<file path="src/rtl/clk_defs_pkg.sv">
// Shared clock-setting definitions: write addresses,
// field limits and the set-controller state encoding.
package clk_defs;

    localparam logic [1:0] ADDR_SEC  = 2'b00;
    localparam logic [1:0] ADDR_MIN  = 2'b01;

    localparam int unsigned FIELD_W   = 6;
    localparam int unsigned FIELD_MAX = 59;

    typedef enum logic [2:0] {
        ST_IDLE       = 3'd0,
        ST_EDIT_MIN   = 3'd1,
        ST_COMMIT_MIN = 3'd2,
        ST_EDIT_SEC   = 3'd3,
        ST_COMMIT_SEC = 3'd4
    } set_state_e;

    // Values read from the counters above the field limit
    // are treated as garbage and start the edit at zero.
    function automatic logic [FIELD_W-1:0] clamp_field(
        input logic [FIELD_W-1:0] v,
        input logic [FIELD_W-1:0] max_v
    );
        return (v > max_v) ? '0 : v;
    endfunction

endpackage

</file>
<file path="src/rtl/clock_set_ctrl_btn_edge.sv">
// Registered rising-edge detector for one debounced button.
// A button held through reset yields no edge.
module btn_edge (
    input  logic clk,
    input  logic reset,
    input  logic btn_i,
    output logic rise_o
);

    logic btn_q;
    logic rise_q;

    // Track the previous level and register the rising edge.
    always_ff @(posedge clk) begin
        if (reset) begin
            btn_q  <= btn_i;
            rise_q <= 1'b0;
        end else begin
            btn_q  <= btn_i;
            rise_q <= btn_i & ~btn_q;
        end
    end

    assign rise_o = rise_q;

endmodule

</file>
<file path="src/rtl/clock_set_ctrl.sv">
// Button-driven time-setting controller: edits minutes then
// seconds and issues one write strobe per committed field.
module clock_set_ctrl
    import clk_defs::*;
#(
    parameter int unsigned MAX_VAL        = FIELD_MAX,
    parameter int unsigned TIMEOUT_CYCLES = 500_000_000,
    parameter int unsigned CNT_W          = 29
) (
    input  logic               clk,
    input  logic               reset,
    input  logic               btn_mode,
    input  logic               btn_inc,
    input  logic               btn_dec,
    input  logic [FIELD_W-1:0] seconds_in,
    input  logic [FIELD_W-1:0] minutes_in,
    output logic               load,
    output logic [1:0]         addrs,
    output logic [FIELD_W-1:0] data_out,
    output logic               edit_active,
    output logic               edit_field,
    output logic [FIELD_W-1:0] edit_value
);

    localparam logic [FIELD_W-1:0] MAX_V = FIELD_W'(MAX_VAL);
    localparam logic [CNT_W-1:0] CNT_LAST = CNT_W'(TIMEOUT_CYCLES - 1);

    logic mode_e;
    logic inc_e;
    logic dec_e;

    btn_edge u_mode (
        .clk    (clk),
        .reset  (reset),
        .btn_i  (btn_mode),
        .rise_o (mode_e)
    );

    btn_edge u_inc (
        .clk    (clk),
        .reset  (reset),
        .btn_i  (btn_inc),
        .rise_o (inc_e)
    );

    btn_edge u_dec (
        .clk    (clk),
        .reset  (reset),
        .btn_i  (btn_dec),
        .rise_o (dec_e)
    );

    set_state_e         state_q, state_d;
    logic [FIELD_W-1:0] value_q, value_d;
    logic [CNT_W-1:0]   cnt_q, cnt_d;

    logic               load_q, load_d;
    logic [1:0]         addrs_q, addrs_d;
    logic [FIELD_W-1:0] data_q, data_d;
    logic               active_q, active_d;
    logic               field_q, field_d;

    logic [FIELD_W-1:0] inc_val;
    logic [FIELD_W-1:0] dec_val;

    assign inc_val = (value_q == MAX_V) ? '0 : value_q + 1'b1;
    assign dec_val = (value_q == '0) ? MAX_V : value_q - 1'b1;

    // Next state, edited value and idle timeout.
    always_comb begin
        state_d = state_q;
        value_d = value_q;
        cnt_d   = cnt_q;
        unique case (state_q)
            ST_IDLE: begin
                if (mode_e) begin
                    state_d = ST_EDIT_MIN;
                    value_d = clamp_field(minutes_in, MAX_V);
                    cnt_d   = '0;
                end
            end
            ST_EDIT_MIN, ST_EDIT_SEC: begin
                if (mode_e) begin
                    state_d = (state_q == ST_EDIT_MIN) ?
                              ST_COMMIT_MIN : ST_COMMIT_SEC;
                    cnt_d   = '0;
                end else if (inc_e || dec_e) begin
                    cnt_d = '0;
                    if (inc_e && !dec_e) begin
                        value_d = inc_val;
                    end else if (dec_e && !inc_e) begin
                        value_d = dec_val;
                    end
                end else if (cnt_q == CNT_LAST) begin
                    state_d = ST_IDLE;
                    cnt_d   = '0;
                end else begin
                    cnt_d = cnt_q + 1'b1;
                end
            end
            ST_COMMIT_MIN: begin
                state_d = ST_EDIT_SEC;
                value_d = clamp_field(seconds_in, MAX_V);
                cnt_d   = '0;
            end
            ST_COMMIT_SEC: begin
                state_d = ST_IDLE;
                cnt_d   = '0;
            end
            default: begin
                state_d = ST_IDLE;
                cnt_d   = '0;
            end
        endcase
    end

    // Output values for the coming state, so every port is a flop.
    always_comb begin
        load_d   = (state_d == ST_COMMIT_MIN) ||
                   (state_d == ST_COMMIT_SEC);
        addrs_d  = (state_d == ST_COMMIT_MIN) ? ADDR_MIN : ADDR_SEC;
        data_d   = load_d ? value_d : '0;
        active_d = (state_d == ST_EDIT_MIN) ||
                   (state_d == ST_EDIT_SEC);
        field_d  = (state_d == ST_EDIT_SEC) ||
                   (state_d == ST_COMMIT_SEC);
    end

    // State and output registers.
    always_ff @(posedge clk) begin
        if (reset) begin
            state_q  <= ST_IDLE;
            value_q  <= '0;
            cnt_q    <= '0;
            load_q   <= 1'b0;
            addrs_q  <= ADDR_SEC;
            data_q   <= '0;
            active_q <= 1'b0;
            field_q  <= 1'b0;
        end else begin
            state_q  <= state_d;
            value_q  <= value_d;
            cnt_q    <= cnt_d;
            load_q   <= load_d;
            addrs_q  <= addrs_d;
            data_q   <= data_d;
            active_q <= active_d;
            field_q  <= field_d;
        end
    end

    assign load        = load_q;
    assign addrs       = addrs_q;
    assign data_out    = data_q;
    assign edit_active = active_q;
    assign edit_field  = field_q;
    assign edit_value  = value_q;

endmodule

</file>
<file path="config.mk">
export PLATFORM = sky130hd
export DESIGN_NAME = clock_set_ctrl
export DESIGN_NICKNAME = d
export VERILOG_FILES = /design/src/rtl/clk_defs_pkg.sv /design/src/rtl/clock_set_ctrl_btn_edge.sv /design/src/rtl/clock_set_ctrl.sv
export SDC_FILE = /design/constraint.sdc
export NUM_CORES = 1
export LEC_CHECK = 0
export BUFFER_PORTS_ARGS = -buffer_cell sky130_fd_sc_hd__buf_2
export CAP_MARGIN = 20
export CORE_MARGIN = 2
export CORE_UTILIZATION = 40
export CTS_CLUSTER_DIAMETER = 40
export DETAILED_ROUTE_END_ITERATION = 6
export SYNTH_ARGS = -nofsm -noshare
export SYNTH_HDL_FRONTEND = slang
export SYNTH_SLANG_ARGS = --single-unit
</file>
<file path="constraint.sdc">
create_clock -name clk -period 5.5 [get_ports clk]
set_clock_uncertainty 0.2 [all_clocks]
set_input_delay 1.375 -clock clk [delete_from_list [all_inputs] [get_ports clk]]
set_output_delay 1.375 -clock clk [all_outputs]
set_load 0.01 [all_outputs]
</file>
==> results of run 1 <==
[cells in the mapped netlist, drive strengths merged (4+ instances only)]
cell,n
dfxtp,54
nor3,32
nor2,24
xor2,21
nand4,19
nand2,13
a21oi,11
buf,11
clkbuf,11
nand3,11
nand2b,9
inv,7
a211oi,6
and3,6
o21ai,6
a31oi,5
or3,5
xnor2,5
nor2b,4
nor3b,4
nor4,4
o211ai,4
[through the flow]
stage          power, uW  cell area [um2]
2_1_floorplan        470             2890
3_3_place_gp         488             3050
3_5_place_dp         489             3050
4_1_cts              760             3160
5_1_grt              789             3160
6_report             755             3160
[power by group through the flow]
stage | registers [uW] | logic, uW | clock network, uW
final | 411 | 70.2 | 274
after global routing | 413 | 77.8 | 299
after CTS | 411 | 70.3 | 279
after detailed placement | 419 | 69.5 | 0
after global placement | 419 | 68.9 | 0
after floorplan | 412 | 57.9 | 0
[state kept, by name (all words and copies together), names as in the netlist, 3 cells and up]
register,count
state_q,3
data_out,6
cnt_q,29
edit_value,6
[layer usage]
layer / wire length [um] / track usage (%)
met2: 2930 / 26.2
met3: 300 / 3.60
met4: 63 / 4.61
met5: 0 / 0
met1: 3350 / 26.6
[critical path: stages (launching register included)]
cell and delay [ns]:
dfxtp_1 0.79, nor4_4 0.12, nor2_1 0.75, nand3_2 0.20
or4_1 0.46, a211oi_2 0.23
[cell families (layout without fill, tap and decap cells)]
logic type / after synthesis / after routing / synth area share, %
buf+inv: 29 / 47 / 5.03
xor+xnor: 26 / 26 / 7.89
flops: 54 / 54 / 37.5
compound gates: 61 / 61 / 16.8
fa+ha+maj: 3 / 3 / 1.30
simple gates: 146 / 146 / 31.0
other cells: 1 / 1 / 0.130
mux: 1 / 1 / 0.347
[final timing paths]
path	cells past startpoint	endpoint	startpoint
worst max-delay path	5	cnt_q[25]$_SDFFE_PP0P_	state_q[2]$_SDFF_PP0_
worst min-delay path	1	u_inc.rise_o$_SDFF_PP0_	u_inc.btn_q$_DFF_P_
worst max register to register	5	cnt_q[25]$_SDFFE_PP0P_	state_q[2]$_SDFF_PP0_
worst min register to register	1	u_inc.rise_o$_SDFF_PP0_	u_inc.btn_q$_DFF_P_
[cell type report]
type,instances,area [um2]
well taps,96,120
inverters,7,26.3
flip-flops and latches,54,1080
multi-input cells,238,1660
repair buffers,32,160
clock inverters,3,43.8
clock buffers,5,68.8
fillers,728,3750
==> impl_metrics.py, run 1 <==
metrics = {
    "yosys": {
        "synth_top_area_share_pct": 37.5,
        "ys_warn_count": 0,
        "syn_area_per_cell_um2": 8.99,
        "async_reset_ff_share_pct": 0,
        "synthTopCellsByArea": "dfxtp_1 37%, xor2_1 6.4%, nor3_1 5.2%, nand4_1 3.7%, nor2_1 2.7%",
        "synthFlopType": "dfxtp_1",
        "synth_cells": 321,
        "ys_ff_latch": 54,
        "synth_area_mm2": 0.00289,
        "synth_cell_types": 68,
        "synth_edf_count": 0,
        "seq_area_frac_synth_pct": 37.5,
        "syn-num-nets": 341,
        "synth_area_leader_cell": "dfxtp_1",
    },
    "setup_path": {
        "crit_path_end_kind": "register",
        "r2r_setup_slack_ns": 2.68,
        "critPathKind": "register to register",
        "cp_data_arrival_time_ns": 2.85,
        "cp-start-kind": "register",
        "required_ns": 5.53,
        "critPathMaxFanout": 18,
    },
    "detailed_routing": {
        "wl_per_cell_um": 15.3,
        "drc": 0,
        "firstDrtPassIters": 4,
        "vias_per_cell": 5.56,
        "final_antenna_net_count": 0,
        "routed_wl_um": 6650,
        "vias": 2420,
        "drt-initial-drc-count": 179,
    },
    "timing": {
        "fin_crit_ns": 2.82,
        "timing.final.crit_share_pct": 51.3,
        "relSlewSlack_pct": 38.3,
        "max_freq_mhz": 354,
        "rsz0062_at_grt": "false",
        "slew_viol_final": 0,
        "worst_pin_slew_ns": 0.923,
        "holdWs_ns": 0.192,
        "hold_viol": 0,
        "final-setup-viol-count": 0,
        "setup_slack_ns": 2.68,
        "finalSetupTns_ns": 0,
    },
    "pwr": {
        "p_comb_share_pct": 9.3,
        "p_leak_uw": 0.00117,
        "p_switching_uw": 193,
        "p_clk_share_pct": 36.3,
        "p_int_uw": 561,
        "vdd.ir_drop.worst_v": 0.000123,
        "p_seq_share_pct": 54.4,
        "power_density_mw_per_mm2": 239,
        "switching_share_pct": 25.6,
    },
    "global_routing": {
        "grt_pass1_vias": 2252,
        "grtUsageTotal_pct": 17.8,
        "antenna_found_initial": 0,
        "grt_max_degree": 46,
        "grt_pass1_wl_um": 11100,
        "grt_overflow": 0,
    },
    "run_status": {
        "outcome": "completed",
    },
    "floorplanning": {
        "pin_count": 34,
        "core_mm2": 0.00691,
        "die_y_um": 89.0,
        "fp.dieW_um": 89.0,
        "die-area_mm2": 0.00791,
        "start_util_pct": 41.8,
        "row_count": 30,
    },
    "cts": {
        "cts_resized": 0,
        "clkLatencyLatePin_ns": 0.31,
        "clk_pin_slew_ns": 0.10,
        "cts_buffers": 5,
        "clock_sinks": 54,
        "cts_root_buffer": "clkbuf_8",
        "ctsLongestPathBuffers": 2,
        "post_cts_buffers": 0,
        "htreeDepth": 2,
        "cts_tree": "built",
        "hold_buffers": 0,
    },
    "layout": {
        "drive_gt1_share_pct": 17.7,
        "syn_to_final_growth_pct": 9.49,
        "layout.nets": 358,
        "layout.core_utilization_pct": 45.8,
        "final_cell_mix": "54 x dfxtp_1, 32 x buf_2, 30 x nor3_1",
        "final_common_cell": "dfxtp_1",
        "fin_cells": 435,
        "n_antenna_cell": 0,
    },
    "placed_design": {
        "dp.cells": 427,
        "gp_congestion": 0.804,
        "detailed_place_hpwl_um": 4550,
        "post-place-ws_ns": 2.56,
        "port_buffers": 32,
    },
    "min_path": {
        "hp-class": "register to register",
    },
    "flow_run": {
        "cap_violations": 0,
    },
}
Note: power is estimated with default switching activity, not from simulation.
==> run 2, diff against run 1 <==
Settings changed: ABC_AREA from default to 1.
Clock period 5.5 ns to 2.7 ns, I/O delays scaled along.
==> impl_metrics.py, run 2 <==
metrics = {
    "floorplanning": {
        "core_mm2": 0.00813,
        "die-area_mm2": 0.00908,
        "start_util_pct": 41.0,
        "fp.dieW_um": 95.3,
        "pin_count": 34,
        "row_count": 33,
        "die_y_um": 95.3,
    },
    "timing": {
        "timing.final.crit_share_pct": 77.4,
        "max_freq_mhz": 478,
        "holdWs_ns": 0.175,
        "hold_viol": 0,
        "worst_pin_slew_ns": 0.503,
        "fin_crit_ns": 2.09,
        "finalSetupTns_ns": 0,
        "rsz0062_at_grt": "false",
        "relSlewSlack_pct": 66.4,
        "slew_viol_final": 0,
        "final-setup-viol-count": 0,
    },
    "yosys": {
        "syn-num-nets": 498,
        "synthFlopType": "dfxtp_1",
        "synthTopCellsByArea": "dfxtp_1 32%, nand2_1 11%, inv_1 7.1%, nor2_1 7.0%, nand3_1 6.9%",
        "synth_cells": 478,
        "synth_area_mm2": 0.00333,
        "synth_edf_count": 0,
        "async_reset_ff_share_pct": 0,
        "syn_area_per_cell_um2": 6.97,
        "ys_ff_latch": 54,
        "ys_warn_count": 0,
        "synth_top_area_share_pct": 32.4,
        "synth.cells.most_frequent": "96 x nand2_1, 63 x inv_1, 62 x nor2_1, 54 x dfxtp_1, 46 x nand3_1",
        "synth_most_common_cell": "nand2_1",
        "seq_area_frac_synth_pct": 32.4,
        "synth_area_leader_cell": "dfxtp_1",
        "synth_cell_types": 43,
    },
    "cts": {
        "cts_root_buffer": "clkbuf_8",
        "cts_buffers": 5,
        "clk_pin_slew_ns": 0.10,
        "clkLatencyLatePin_ns": 0.31,
        "hold_buffers": 0,
        "cts_resized": 0,
        "clock_sinks": 54,
        "post_cts_buffers": 0,
        "cts_tree": "built",
        "htreeDepth": 2,
        "ctsLongestPathBuffers": 2,
    },
    "detailed_routing": {
        "firstDrtPassIters": 4,
        "vias": 3190,
        "final_antenna_net_count": 0,
        "drt-initial-drc-count": 95,
        "vias_per_cell": 5.20,
        "drc": 0,
        "routed_wl_um": 8240,
        "wl_per_cell_um": 13.4,
    },
    "layout": {
        "layout.nets": 528,
        "n_antenna_cell": 0,
        "drive_gt1_share_pct": 20.2,
        "final_cell_mix": "96 x nand2_1, 63 x inv_1, 62 x nor2_1",
        "largest_register_ffs": 29,
        "regMostFlops": "cnt_q",
        "final_common_cell": "nand2_1",
        "syn_to_final_growth_pct": 9.09,
    },
    "global_routing": {
        "grt_pass1_wl_um": 13800,
        "grt_pass1_vias": 2906,
        "grt_overflow": 0,
        "grt_max_degree": 21,
        "antenna_found_initial": 0,
        "grtUsageTotal_pct": 19.3,
    },
    "setup_path": {
        "crit_path_end_kind": "register",
        "critPathBufInv": 1,
        "critPathTopFamily": "simple AND/OR/NAND/NOR gates",
        "reg2regPathDepth": 10,
        "cp_data_arrival_time_ns": 2.08,
        "required_ns": 2.69,
        "slowest_stage": "dfxtp_1",
        "cp-start-kind": "register",
        "slowest_delay_ns": 0.40,
        "r2r_setup_slack_ns": 0.61,
        "r2r-start": "cnt_q[0]$_SDFFE_PP0P_",
        "crit_top_cell": "nand2_4",
        "critPathKind": "register to register",
        "path_cells": "ha_1 -> nand3_1 -> inv_1 -> nand2_4 -> nor3_2 -> nand2_1 -> nand3_2 -> nand2_4 -> nand2_4 -> nor3_2",
        "critPathMaxFanout": 20,
        "r2r-end": "cnt_q[9]$_SDFFE_PP0P_",
    },
    "placed_design": {
        "detailed_place_hpwl_um": 6300,
        "port_buffers": 32,
        "gp_congestion": 0.836,
    },
    "pwr": {
        "power_density_mw_per_mm2": 409,
        "p_seq_share_pct": 55.7,
        "p_clk_share_pct": 31.3,
        "vdd.ir_drop.worst_v": 0.000188,
        "p_leak_uw": 0.00157,
        "p_comb_share_pct": 13.0,
        "p_switching_uw": 411,
        "p_int_uw": 1080,
        "switching_share_pct": 27.6,
    },
    "run_status": {
        "outcome": "completed",
    },
    "min_path": {
        "hold_depth": 1,
        "hp-class": "register to register",
        "hold_end": "u_mode.rise_o$_SDFF_PP0_",
        "hold_start": "u_mode.btn_q$_DFF_P_",
    },
    "flow_run": {
        "cap_violations": 0,
    },
}
## run 2: changes by cell type after synthesis, sizes merged, moves of 10 or more
cell / delta
a21oi: +11
clkbuf: -10
inv: +62
nand2: +91
nand3: +41
nor2: +49
xor2: -20
## run 2: worst max path at each step
stage                                         from                endpoint  cells past startpoint
after floorplan              cnt_q[0]$_SDFFE_PP0P_   cnt_q[5]$_SDFFE_PP0P_                     11
after global placement       cnt_q[0]$_SDFFE_PP0P_  cnt_q[26]$_SDFFE_PP0P_                     10
after detailed placement     cnt_q[0]$_SDFFE_PP0P_   cnt_q[7]$_SDFFE_PP0P_                     10
after CTS                    cnt_q[0]$_SDFFE_PP0P_  cnt_q[26]$_SDFFE_PP0P_                     10
after global routing      edit_value[0]$_SDFF_PP0_  data_out[2]$_SDFF_PP0_                     12
final                        cnt_q[0]$_SDFFE_PP0P_   cnt_q[9]$_SDFFE_PP0P_                     10
## run 2: layer usage
layer	global-route usage, %	share of wire, %	vias to the layer above
met5	0	0	-
met4	5.07	1.4	0
met3	3.56	6.4	11
met2	31.6	46	94
met1	26.0	46	1460
li1	-	-	1625
## run 2: logic make-up after synthesis
family	Yosys count	synth area share [%]
AOI/OAI and AO/OA	49	9.01
xor gates and xnor gates	2	0.526
adders and majority gates	3	1.13
buffers and inverters	81	10.9
DFF	54	32.4
other	1	0.113
and+or+nand+nor	288	45.9
## run 2: final cells by class
cell class              instances  area (um2)
fillers                       833        4500
multi-input cells             343        1890
repair buffers                 34         175
flip-flops and latches         54        1080
clock buffers                   6        82.6
clock inverters                 2        12.5
well taps                     105         131
inverters                      70         263
## run 2: power groups by stage
stage	clock network [uW]	registers [uW]	logic, uW
after floorplan	0	843	154
after global placement	0	846	192
after detailed placement	0	847	192
after CTS	492	828	194
after global routing	524	831	217
final	466	828	193
## run 2: metrics by stage
| step | setup WS, ns | power, uW | instance area, um2 | instances | utilization [%] |
|---|---|---|---|---|---|
| 6_report | 0.609 | 1490 | 3630 | 614 | 44.7 |
| 5_1_grt | 0.413 | 1570 | 3630 | 614 | 44.7 |
| 4_1_cts | 0.590 | 1510 | 3630 | 614 | 44.7 |
| 3_5_place_dp | 0.608 | 1040 | 3540 | 606 | 43.5 |
| 3_3_place_gp | 0.660 | 1040 | 3540 | 606 | 43.5 |
| 2_1_floorplan | 0.903 | 997 | 3330 | 478 | - |
